--- src/rtl/psum_pkg.sv ---
// Shared constants and FSM state type for the partial-sum accumulator.
package psum_pkg;

  localparam int PROD_W_DEF = 11;
  localparam int ACC_W_DEF  = 24;
  localparam int MAX_SHIFT  = 12;

  typedef enum logic [1:0] {
    ST_IDLE  = 2'd0,
    ST_ACCUM = 2'd1,
    ST_HOLD  = 2'd2
  } psum_state_e;

endpackage

--- src/rtl/psum_term_gen.sv ---
// Turns one PE product into an ACC_W-wide weighted term: sign-extend, clamp
// the shift to MAX_SHIFT, shift left, and flag terms that do not fit ACC_W.
module psum_term_gen
  import psum_pkg::*;
#(
  parameter int PROD_W = PROD_W_DEF,
  parameter int ACC_W  = ACC_W_DEF
) (
  input  logic [PROD_W-1:0] prod_i,
  input  logic [3:0]        shift_i,
  output logic [ACC_W-1:0]  term_o,
  output logic              ovf_o
);

  // Wide enough to hold any product shifted by MAX_SHIFT without loss.
  localparam int EXT_W = ACC_W + MAX_SHIFT;

  logic [3:0]           sh;
  logic [EXT_W-1:0]     ext;
  logic [EXT_W-1:0]     wide;
  logic [EXT_W-ACC_W:0] top_bits;

  always_comb begin
    sh       = (shift_i > 4'(MAX_SHIFT)) ? 4'(MAX_SHIFT) : shift_i;
    ext      = {{(EXT_W-PROD_W){prod_i[PROD_W-1]}}, prod_i};
    wide     = ext << sh;
    // The term fits only if everything above ACC_W-1 repeats the sign bit.
    top_bits = wide[EXT_W-1:ACC_W-1];
    term_o   = wide[ACC_W-1:0];
    ovf_o    = (top_bits != '0) && (top_bits != '1);
  end

endmodule

--- src/rtl/psum_accumulator.sv ---
// Groups weighted PE products into one signed sum with beat count and sticky
// overflow. Define PSUM_SAT_EN to clamp on overflow instead of wrapping.
module psum_accumulator
  import psum_pkg::*;
#(
  parameter int PROD_W = PROD_W_DEF,
  parameter int ACC_W  = ACC_W_DEF
) (
  input  logic              i_clk,
  input  logic              i_rst,
  input  logic              i_valid,
  output logic              o_ready,
  input  logic [PROD_W-1:0] i_prod,
  input  logic [3:0]        i_shift,
  input  logic              i_first,
  input  logic              i_last,
  output logic              o_valid,
  input  logic              i_ready,
  output logic [ACC_W-1:0]  o_sum,
  output logic              o_ovf,
  output logic [7:0]        o_beat_cnt,
  output psum_state_e       o_state
);

  // Handshakes: a transfer happens on a rising edge where valid and ready are
  // both high; valid never waits on ready, and o_ready depends only on state.

`ifdef PSUM_SAT_EN
  localparam logic [ACC_W-1:0] SAT_MAX = {1'b0, {(ACC_W-1){1'b1}}};
  localparam logic [ACC_W-1:0] SAT_MIN = {1'b1, {(ACC_W-1){1'b0}}};
`endif

  psum_state_e      state_q;
  logic [ACC_W-1:0] acc_q, acc_d;
  logic             ovf_q, ovf_d;
  logic [7:0]       cnt_q, cnt_d;
  logic             valid_q;

  logic [ACC_W-1:0] term;
  logic             term_ovf;
  logic [ACC_W:0]   sum_ext;
  logic             add_ovf;
  logic             accept;
  logic             load;

  psum_term_gen #(
    .PROD_W (PROD_W),
    .ACC_W  (ACC_W)
  ) u_term_gen (
    .prod_i  (i_prod),
    .shift_i (i_shift),
    .term_o  (term),
    .ovf_o   (term_ovf)
  );

  assign o_ready = (state_q != ST_HOLD);
  assign accept  = i_valid && o_ready;
  // A beat in IDLE always opens a fresh group, even without i_first.
  assign load    = accept && (i_first || (state_q == ST_IDLE));

  always_comb begin
    sum_ext = {acc_q[ACC_W-1], acc_q} + {term[ACC_W-1], term};
    add_ovf = sum_ext[ACC_W] ^ sum_ext[ACC_W-1];
    acc_d   = acc_q;
    ovf_d   = ovf_q;
    cnt_d   = cnt_q;
    if (load) begin
      acc_d = term;
      ovf_d = term_ovf;
      cnt_d = 8'd1;
`ifdef PSUM_SAT_EN
      if (term_ovf) acc_d = i_prod[PROD_W-1] ? SAT_MIN : SAT_MAX;
`endif
    end else if (accept) begin
      acc_d = sum_ext[ACC_W-1:0];
      ovf_d = ovf_q | term_ovf | add_ovf;
      cnt_d = (cnt_q == 8'hFF) ? 8'hFF : cnt_q + 8'd1;
`ifdef PSUM_SAT_EN
      // Once clamped, the accumulator stays put for the rest of the group.
      if (ovf_q)         acc_d = acc_q;
      else if (term_ovf) acc_d = i_prod[PROD_W-1] ? SAT_MIN : SAT_MAX;
      else if (add_ovf)  acc_d = acc_q[ACC_W-1] ? SAT_MIN : SAT_MAX;
`endif
    end
  end

  always_ff @(posedge i_clk) begin
    if (i_rst) begin
      state_q <= ST_IDLE;
      acc_q   <= '0;
      ovf_q   <= 1'b0;
      cnt_q   <= 8'd0;
      valid_q <= 1'b0;
    end else begin
      acc_q <= acc_d;
      ovf_q <= ovf_d;
      cnt_q <= cnt_d;
      case (state_q)
        ST_IDLE, ST_ACCUM: begin
          if (accept) begin
            state_q <= i_last ? ST_HOLD : ST_ACCUM;
            valid_q <= i_last;
          end
        end
        ST_HOLD: begin
          if (i_ready) begin
            state_q <= ST_IDLE;
            valid_q <= 1'b0;
          end
        end
        default: begin
          state_q <= ST_IDLE;
          valid_q <= 1'b0;
        end
      endcase
    end
  end

  assign o_valid    = valid_q;
  assign o_sum      = acc_q;
  assign o_ovf      = ovf_q;
  assign o_beat_cnt = cnt_q;
  assign o_state    = state_q;

endmodule

--- config.mk ---
export PLATFORM = sky130hd
export DESIGN_NAME = psum_accumulator
export DESIGN_NICKNAME = d
export VERILOG_FILES = /design/src/rtl/psum_pkg.sv /design/src/rtl/psum_term_gen.sv /design/src/rtl/psum_accumulator.sv
export SDC_FILE = /design/constraint.sdc
export NUM_CORES = 1
export LEC_CHECK = 0
export ABC_AREA = 1
export BUFFER_PORTS_ARGS = -buffer_cell sky130_fd_sc_hd__clkbuf_2
export CORE_MARGIN = 5
export CORE_UTILIZATION = 40
export DETAILED_ROUTE_END_ITERATION = 8
export GPL_ROUTABILITY_DRIVEN = 0
export GPL_TIMING_DRIVEN = 1
export MAX_ROUTING_LAYER = met4
export SKIP_LAST_GASP = 1
export SYNTH_ARGS = -nofsm -noshare
export SYNTH_HDL_FRONTEND = slang
export SYNTH_HIERARCHICAL = 1
export SYNTH_SLANG_ARGS = --single-unit
--- constraint.sdc ---
create_clock -name i_clk -period 2.95 [get_ports i_clk]
set_input_delay 0.295 -clock i_clk [delete_from_list [all_inputs] [get_ports i_clk]]
set_output_delay 0.295 -clock i_clk [all_outputs]
set_load 0.05 [all_outputs]
==> results by group, run 1 <==
Run status
  – Status: finished, final reports clean

Synthesis
  – Xor-xnor portion of the synthesized cell area: 0.0284
  – Ys flop type: dfxtp_1
  – Yosys synthesis warning count: 6
  – Largest family of logic cells by synthesized area: simple AND/OR/NAND/NOR gates
  – Mapped Area: 4010 um2
  – Post-Syn Instances: 713
  – Seq cells post-synth: 35
  – Post-synth EDFFs: 0
  – Synth cell types: 43
  – Area leader, netlist: nand2_1
  – Share of synthesized area spent on multiplexers: 0.00250
  – Top cell type's share of synthesized area: 0.231
  – Mean Syn Cell Area: 5.62 um2
  – Syn nets: 760
  – Seq/Total Area, Yosys: 0.175
  – Fraction of registers with async set or reset after synthesis: 0
  – Synth Area in Compound Gates: 0.106
  – Adder and majority gate portion of the synthesized area: 0.0831
  – Synth cell count leaders: nand2_1 (246), nand3_1 (101), inv_1 (92)
  – Count leader, synth: nand2_1
  – Post-Synth Simple-Gate Area: 0.475
  – Leading post-synthesis cells by cell area: nand2_1 (23%), dfxtp_1 (17%), nand3_1 (13%)

Setup path
  – Crit-path cells: clkbuf_2, buf_4, inv_1, nand3_1, nand3_1, nand2_1, ha_1, nand2_1, nor2_1, inv_1, nor2_1, nand4_1, nand3_1, nand2_1, nand3_1, nand2_1, a21oi_1
  – Crit-path max cell delay: 400 ps
  – Number of buffers and inverters on the critical path: 4
  – Worst Setup End Kind: flop
  – CP Launch Type: input pin
  – CP required: 3190 ps
  – Critical Path AT: 3010 ps
  – Worst path slowest cell: ha_1
  – Crit-path max FO: 11
  – CP Class: in2reg
  – Delay-heaviest family, CP: simple AND/OR/NAND/NOR gates

Timing
  – Final Hold Slack: 230 ps
  – Slew HR: 0.570
  – Slew @ Worst Pin: 644 ps
  – Max Fclk: 362 MHz
  – Final setup viols: 0
  – Crit share post-route: 0.936
  – Setup Skew: 15.2 ps
  – Fin crit period: 2760 ps
  – Final Max Tran Viols: 0
  – Final hold vios: 0
  – Final setup margin: 187 ps
  – RSZ-0062 raised after global routing: false

Floorplanning
  – Std-Cell Rows: 36
  – Core area: 9770 um2
  – DIE HEIGHT: 110 um
  – DIE WIDTH: 110 um
  – Starting Density: 0.410
  – DIE AREA: 12100 um2
  – # IOs: 58

Detailed routing
  – Routed WL per cell: 14.1 um
  – Post-DR vias/cell: 5.11
  – Routed vias: 4613
  – ANT nets after route: 0
  – Final WL: 12700 um
  – Residual DRC count: 0
  – 1st-iter DRT viols: 308
  – Pre-antenna DRT Iters: 5

Power and ir drop
  – Part of the power in registers: 0.307
  – Leak Pwr: 2.55 nW
  – VDD IR-drop max: 0.000168 V
  – Combinational Power Share: 0.468
  – P_sw: 821 uW
  – P per Cell Area: 385 nW/um2
  – Internal power: 926 uW
  – Switch share: 0.470
  – Clock network power share: 0.225

GRT
  – Antenna violations before repair: 0
  – Total global-route track usage: 0.229
  – Vias in the first global route: 4354
  – Global route total overflow: 0
  – Largest net degree at the start of global routing: 29
  – First-pass GRT wire length: 21300 um

Clock network
  – Resized Gates After CTS: 0
  – Clock buffer depth: 2
  – Worst-Skew Late Latency: 310 ps
  – Total setup buffers inserted after CTS: 0
  – CTS root buf: clkbuf_8
  – TritonCTS Buffers: 5
  – Sink Count: 35
  – Post-CTS Hold Buffers: 0
  – Htree depth: 2
  – Worst-path clk slew: 100 ps
  – CTS tree: done

Finish
  – Layout cells sized above 1: 0.131
  – Area delta synth->final: 13.2%
  – Multi-input gate area: 2800 um2
  – Ant. Diodes: 0
  – Sequential Area: 701 um2
  – Fin nets: 815
  – Fill count: 1101

Placed design
  – DP HPWL: 10200 um
  – I/O Buffers: 57
  – Pre-CTS setup slack: -45.3 ps

Min path
  – Tightest Hold Check Type: in2reg

Run
  – Max_cap viols: 0
-- state kept, by name (all words and copies together) (netlist names) --
name / flops
o_state: 2
o_sum: 24
o_ovf: 1
o_beat_cnt: 8
-- per-stage QoR --
stage / utilization / cells / instance area, um2 / total power [mW] / setup TNS [ps]
6_report: 0.464 / 902 / 4530 / 1.75 / 0
3_3_place_gp: 0.453 / 894 / 4430 / 1.35 / -23.7
3_5_place_dp: 0.453 / 894 / 4430 / 1.35 / -45.3
5_1_grt: 0.464 / 902 / 4530 / 1.87 / 0
4_1_cts: 0.462 / 902 / 4520 / 1.75 / 0
2_1_floorplan: - / 713 / 4010 / 1.16 / 0
-- kinds of logic after synthesis --
family                   Yosys count
multiplexers                       1
adder cells (fa/ha/maj)           26
other                              1
flip-flops                        35
AO/OA/AOI/OAI                     74
XOR/XNOR                          13
AND/OR/NAND/NOR                  441
buffers and inverters            122
-- power groups by stage --
stage	clock network [mW]	registers [mW]	logic [mW]
3_3_place_gp	0	0.546	0.803
4_1_cts	0.402	0.537	0.808
5_1_grt	0.418	0.543	0.911
2_1_floorplan	0	0.649	0.506
6_report	0.392	0.536	0.818
3_5_place_dp	0	0.547	0.805
-- final timing paths --
check	cells past startpoint	startpoint	slack, ps	to
worst min-delay path	3	i_ready	230	o_state[1]$_SDFFE_PP0P_
worst max-delay path	17	i_shift[2]	190	o_sum[20]$_SDFFE_PP0P_
worst max register to register	9	o_state[1]$_SDFFE_PP0P_	670	o_beat_cnt[4]$_SDFFE_PP0P_
worst min register to register	2	o_sum[23]$_SDFFE_PP0P_	490	o_sum[23]$_SDFFE_PP0P_
-- routing by layer --
metal  vias to the layer above  part of all wire  GRT usage
li1                       2382                 -          -
met1                      2045              0.45      0.308
met2                       160              0.45      0.360
met3                        26             0.070     0.0215
met4                         0             0.030     0.0810
met5                         -                 0          -
-- placed cells by master, fill, tap and decap left out, types with 3 or more instances in the layout --
cell type,instances
ha_1,24
xnor2_1,3
nor2_1,59
nand3_1,101
dfxtp_1,35
o21bai_1,5
inv_1,92
inv_2,4
nand2_1,246
a21oi_1,42
o21ai_0,13
nand2_2,5
nand4_1,8
clkbuf_8,5
buf_4,16
clkbuf_2,57
nor3_1,8
xor2_1,10
a31oi_1,6
-- worst register-to-register path, stage by stage (launching register included) --
cell      delay (ps)
dfxtp_1          480
a21oi_4           80
buf_4            230
inv_2             80
nor2_1            40
buf_4            200
inv_1            490
nand2_1          340
o21bai_1         250
inv_1             50
-- cell type report --
| cell class | count | area share |
|---|---|---|
| clock buffer | 5 | 0.0152 |
| clock inverter | 3 | 0.00552 |
| inverter | 97 | 0.0803 |
| multi-input combinational | 556 | 0.618 |
| sequential | 35 | 0.155 |
| tap | 133 | 0.0367 |
| timing repair buffer | 73 | 0.0895 |
Note: power is estimated with default switching activity, not from simulation.
==> run 2, diff against run 1 <==
Settings changed: CAP_MARGIN set to 30, CELL_PAD_IN_SITES_DETAIL_PLACEMENT set to 2, CELL_PAD_IN_SITES_GLOBAL_PLACEMENT set to 2, CORE_UTILIZATION 40 to 30, PLACE_DENSITY_LB_ADDON set to 0.1.
==> run 2 against run 1 <==
Hold slack improved by 22 ps. Final cell count rose by 8.4%. Via count grew 7.4%. Fmax increased by 0.22%. Non-clock buffer count grew 33. Sequential share of layout area down 1.2 points. Largest cell class unchanged. Largest power group unchanged. Highest routed layer unchanged.
==> results by group, run 2 (synthesis results as in run 1) <==
Floorplanning
  – # IOs: 58 (unchanged)
  – Std-Cell Rows: 42 (was 36)
  – Core area: 13200 um2 (was 9770 um2)
  – DIE AREA: 15800 um2 (was 12100 um2)
  – DIE WIDTH: 126 um (was 110 um)
  – Starting Density: 0.304 (was 0.410)
  – DIE HEIGHT: 126 um (was 110 um)

Timing
  – Final setup margin: 193 ps (was 187 ps)
  – Final setup viols: 0 (unchanged)
  – Final Max Tran Viols: 0 (unchanged)
  – Slew @ Worst Pin: 712 ps (was 644 ps)
  – Setup TNS Final: 0 ps (unchanged)
  – Setup Skew: 8.99 ps (was 15.2 ps)
  – Crit share post-route: 0.934 (was 0.936)
  – Final Hold Slack: 252 ps (was 230 ps)
  – RSZ-0062 raised after global routing: false (unchanged)
  – Final hold vios: 0 (unchanged)
  – Slew HR: 0.525 (was 0.570)
  – Max Fclk: 363 MHz (was 362 MHz)
  – Fin crit period: 2760 ps (about the same)

Detailed routing
  – Residual DRC count: 0 (unchanged)
  – ANT nets after route: 0 (unchanged)
  – Pre-antenna DRT Iters: 4 (was 5)
  – 1st-iter DRT viols: 163 (was 308)
  – Post-DR vias/cell: 5.07 (was 5.11)
  – Routed vias: 4955 (was 4613)
  – Routed WL per cell: 18.6 um (was 14.1 um)
  – Final WL: 18200 um (was 12700 um)

Placed design
  – Pre-CTS setup slack: -230 ps (was -45.3 ps)
  – Placed Instances: 970 (was 894)
  – DP HPWL: 15000 um (was 10200 um)
  – I/O Buffers: 57 (unchanged)

Setup path
  – Reg2reg start: o_state[0]$_SDFFE_PP0P_ (was o_state[1]$_SDFFE_PP0P_)
  – Crit-path max FO: 9 (was 11)
  – Worst setup path startpoint: i_shift[2] (unchanged)
  – Worst path slowest cell: ha_2 (was ha_1)
  – Critical Path AT: 3000 ps (was 3010 ps)
  – CP Launch Type: input pin (unchanged)
  – CP Class: in2reg (unchanged)
  – CP required: 3190 ps (about the same)
  – Crit-path max cell delay: 430 ps (was 400 ps)
  – Crit-path cells: clkbuf_2, nand2_8, nand2_4, buf_12, nand2_1, nand3_1, nand3_1, nand3_1, nand2_1, ha_2, nand2_1, nor2_1, and2_1, nand4_1, nand3_1, nand2_1, nand3_1, nand2_1, a21oi_1 (was clkbuf_2, buf_4, inv_1, nand3_1, nand3_1, nand2_1, ha_1, nand2_1, nor2_1, inv_1, nor2_1, nand4_1, nand3_1, nand2_1, nand3_1, nand2_1, a21oi_1)
  – Worst Setup End Kind: flop (unchanged)

GRT
  – Vias in the first global route: 5488 (was 4354)
  – First-pass GRT wire length: 29200 um (was 21300 um)
  – Global route total overflow: 0 (unchanged)
  – Antenna violations before repair: 0 (unchanged)
  – Largest net degree at the start of global routing: 29 (unchanged)
  – Total global-route track usage: 0.238 (was 0.229)

Power and ir drop
  – Leak Pwr: 2.74 nW (was 2.55 nW)
  – P per Cell Area: 418 nW/um2 (was 385 nW/um2)
  – VDD IR-drop max: 0.000194 V (was 0.000168 V)

Run status
  – Status: finished, final reports clean (unchanged)

Finish
  – Most frequent cells in the layout: nand2_1 (246), nand3_1 (101), inv_1 (92), nor2_1 (57), clkbuf_2 (57) (was nand2_1 (246), nand3_1 (101), inv_1 (92), nor2_1 (59), clkbuf_2 (57))
  – Non-filler cells, final: 978 (was 902)
  – Ant. Diodes: 0 (unchanged)
  – Layout cells sized above 1: 0.175 (was 0.131)
  – Commonest non-fill, non-tap cell in the layout: nand2_1 (unchanged)
  – Largest register FFs: 24 (unchanged)
  – Fin nets: 848 (was 815)
  – Area delta synth->final: 23.0% (was 13.2%)

Clock network
  – Worst-Skew Late Latency: 300 ps (was 310 ps)
  – Worst-path clk slew: 70 ps (was 100 ps)
  – Clock buffer depth: 2 (unchanged)
  – TritonCTS Buffers: 5 (unchanged)
  – CTS tree: done (unchanged)
  – Htree depth: 2 (unchanged)
  – Post-CTS Hold Buffers: 0 (unchanged)
  – Total setup buffers inserted after CTS: 0 (unchanged)
  – CTS root buf: clkbuf_16 (was clkbuf_8)
  – Sink Count: 35 (unchanged)

Min path
  – Min-delay src: i_ready (unchanged)
  – Tightest Hold Check Type: in2reg (unchanged)

Run
  – Max_cap viols: 0 (unchanged)
run 2: cell count changes in the layout (fill, tap and decap cells not counted), moves of 2 or more:
cell,delta
buf_4,+31
clkbuf_16,+5
clkbuf_8,-5
buf_12,+2
ha_2,+2
nor2_1,-2
nor2_2,+2
nor3_1,-2
nor3_2,+2
run 2: area by class of cell:
| class | instances | area, um2 |
|---|---|---|
| multi-input cells | 556 | 2810 |
| repair buffers | 106 | 678 |
| fillers | 1754 | 8260 |
| inverters | 97 | 364 |
| clock inverters | 3 | 25.0 |
| flip-flops and latches | 35 | 701 |
| clock buffers | 5 | 125 |
| well taps | 176 | 220 |
run 2: power by group:
group | leakage (nW) | switching [mW] | internal (mW)
clock network | 0.0700 | 0.256 | 0.317
registers | 0.286 | 0.0366 | 0.505
logic | 2.39 | 0.637 | 0.305
run 2: per-stage QoR:
stage | utilization | cell area, um2 | total power, mW
2_1_floorplan | - | 4010 | 1.16
3_3_place_gp | 0.360 | 4750 | 1.45
3_5_place_dp | 0.360 | 4750 | 1.49
4_1_cts | 0.372 | 4900 | 2.07
5_1_grt | 0.373 | 4930 | 2.19
6_report | 0.373 | 4930 | 2.06
run 2: what timing repair did:
action                     CTS  global route
resized for setup            0             7
setup endpoints to repair    0             6
hold endpoints to repair     0             0
run 2: worst paths after layout:
path / slack (ps) / cells past startpoint / to
worst max-delay path: 190 / 19 / o_sum[19]$_SDFFE_PP0P_
worst min-delay path: 250 / 3 / o_state[1]$_SDFFE_PP0P_
worst max register to register: 490 / 8 / o_beat_cnt[4]$_SDFFE_PP0P_
worst min register to register: 500 / 2 / o_sum[20]$_SDFFE_PP0P_
run 2: layer usage:
metal / global-route usage / up-vias / part of all wire
met5: - / - / 0
met4: 0.0644 / 0 / 0.019
met3: 0.0286 / 23 / 0.027
met2: 0.408 / 61 / 0.50
met1: 0.295 / 2431 / 0.46
li1: - / 2440 / -
run 2: worst max-delay path: cells and delay by family:
kind / cells / cell delay, ps
buffers and inverters: 2 / 270
adders and majority gates: 1 / 430
AOI/OAI and AO/OA: 1 / 130
and+or+nand+nor: 15 / 1870
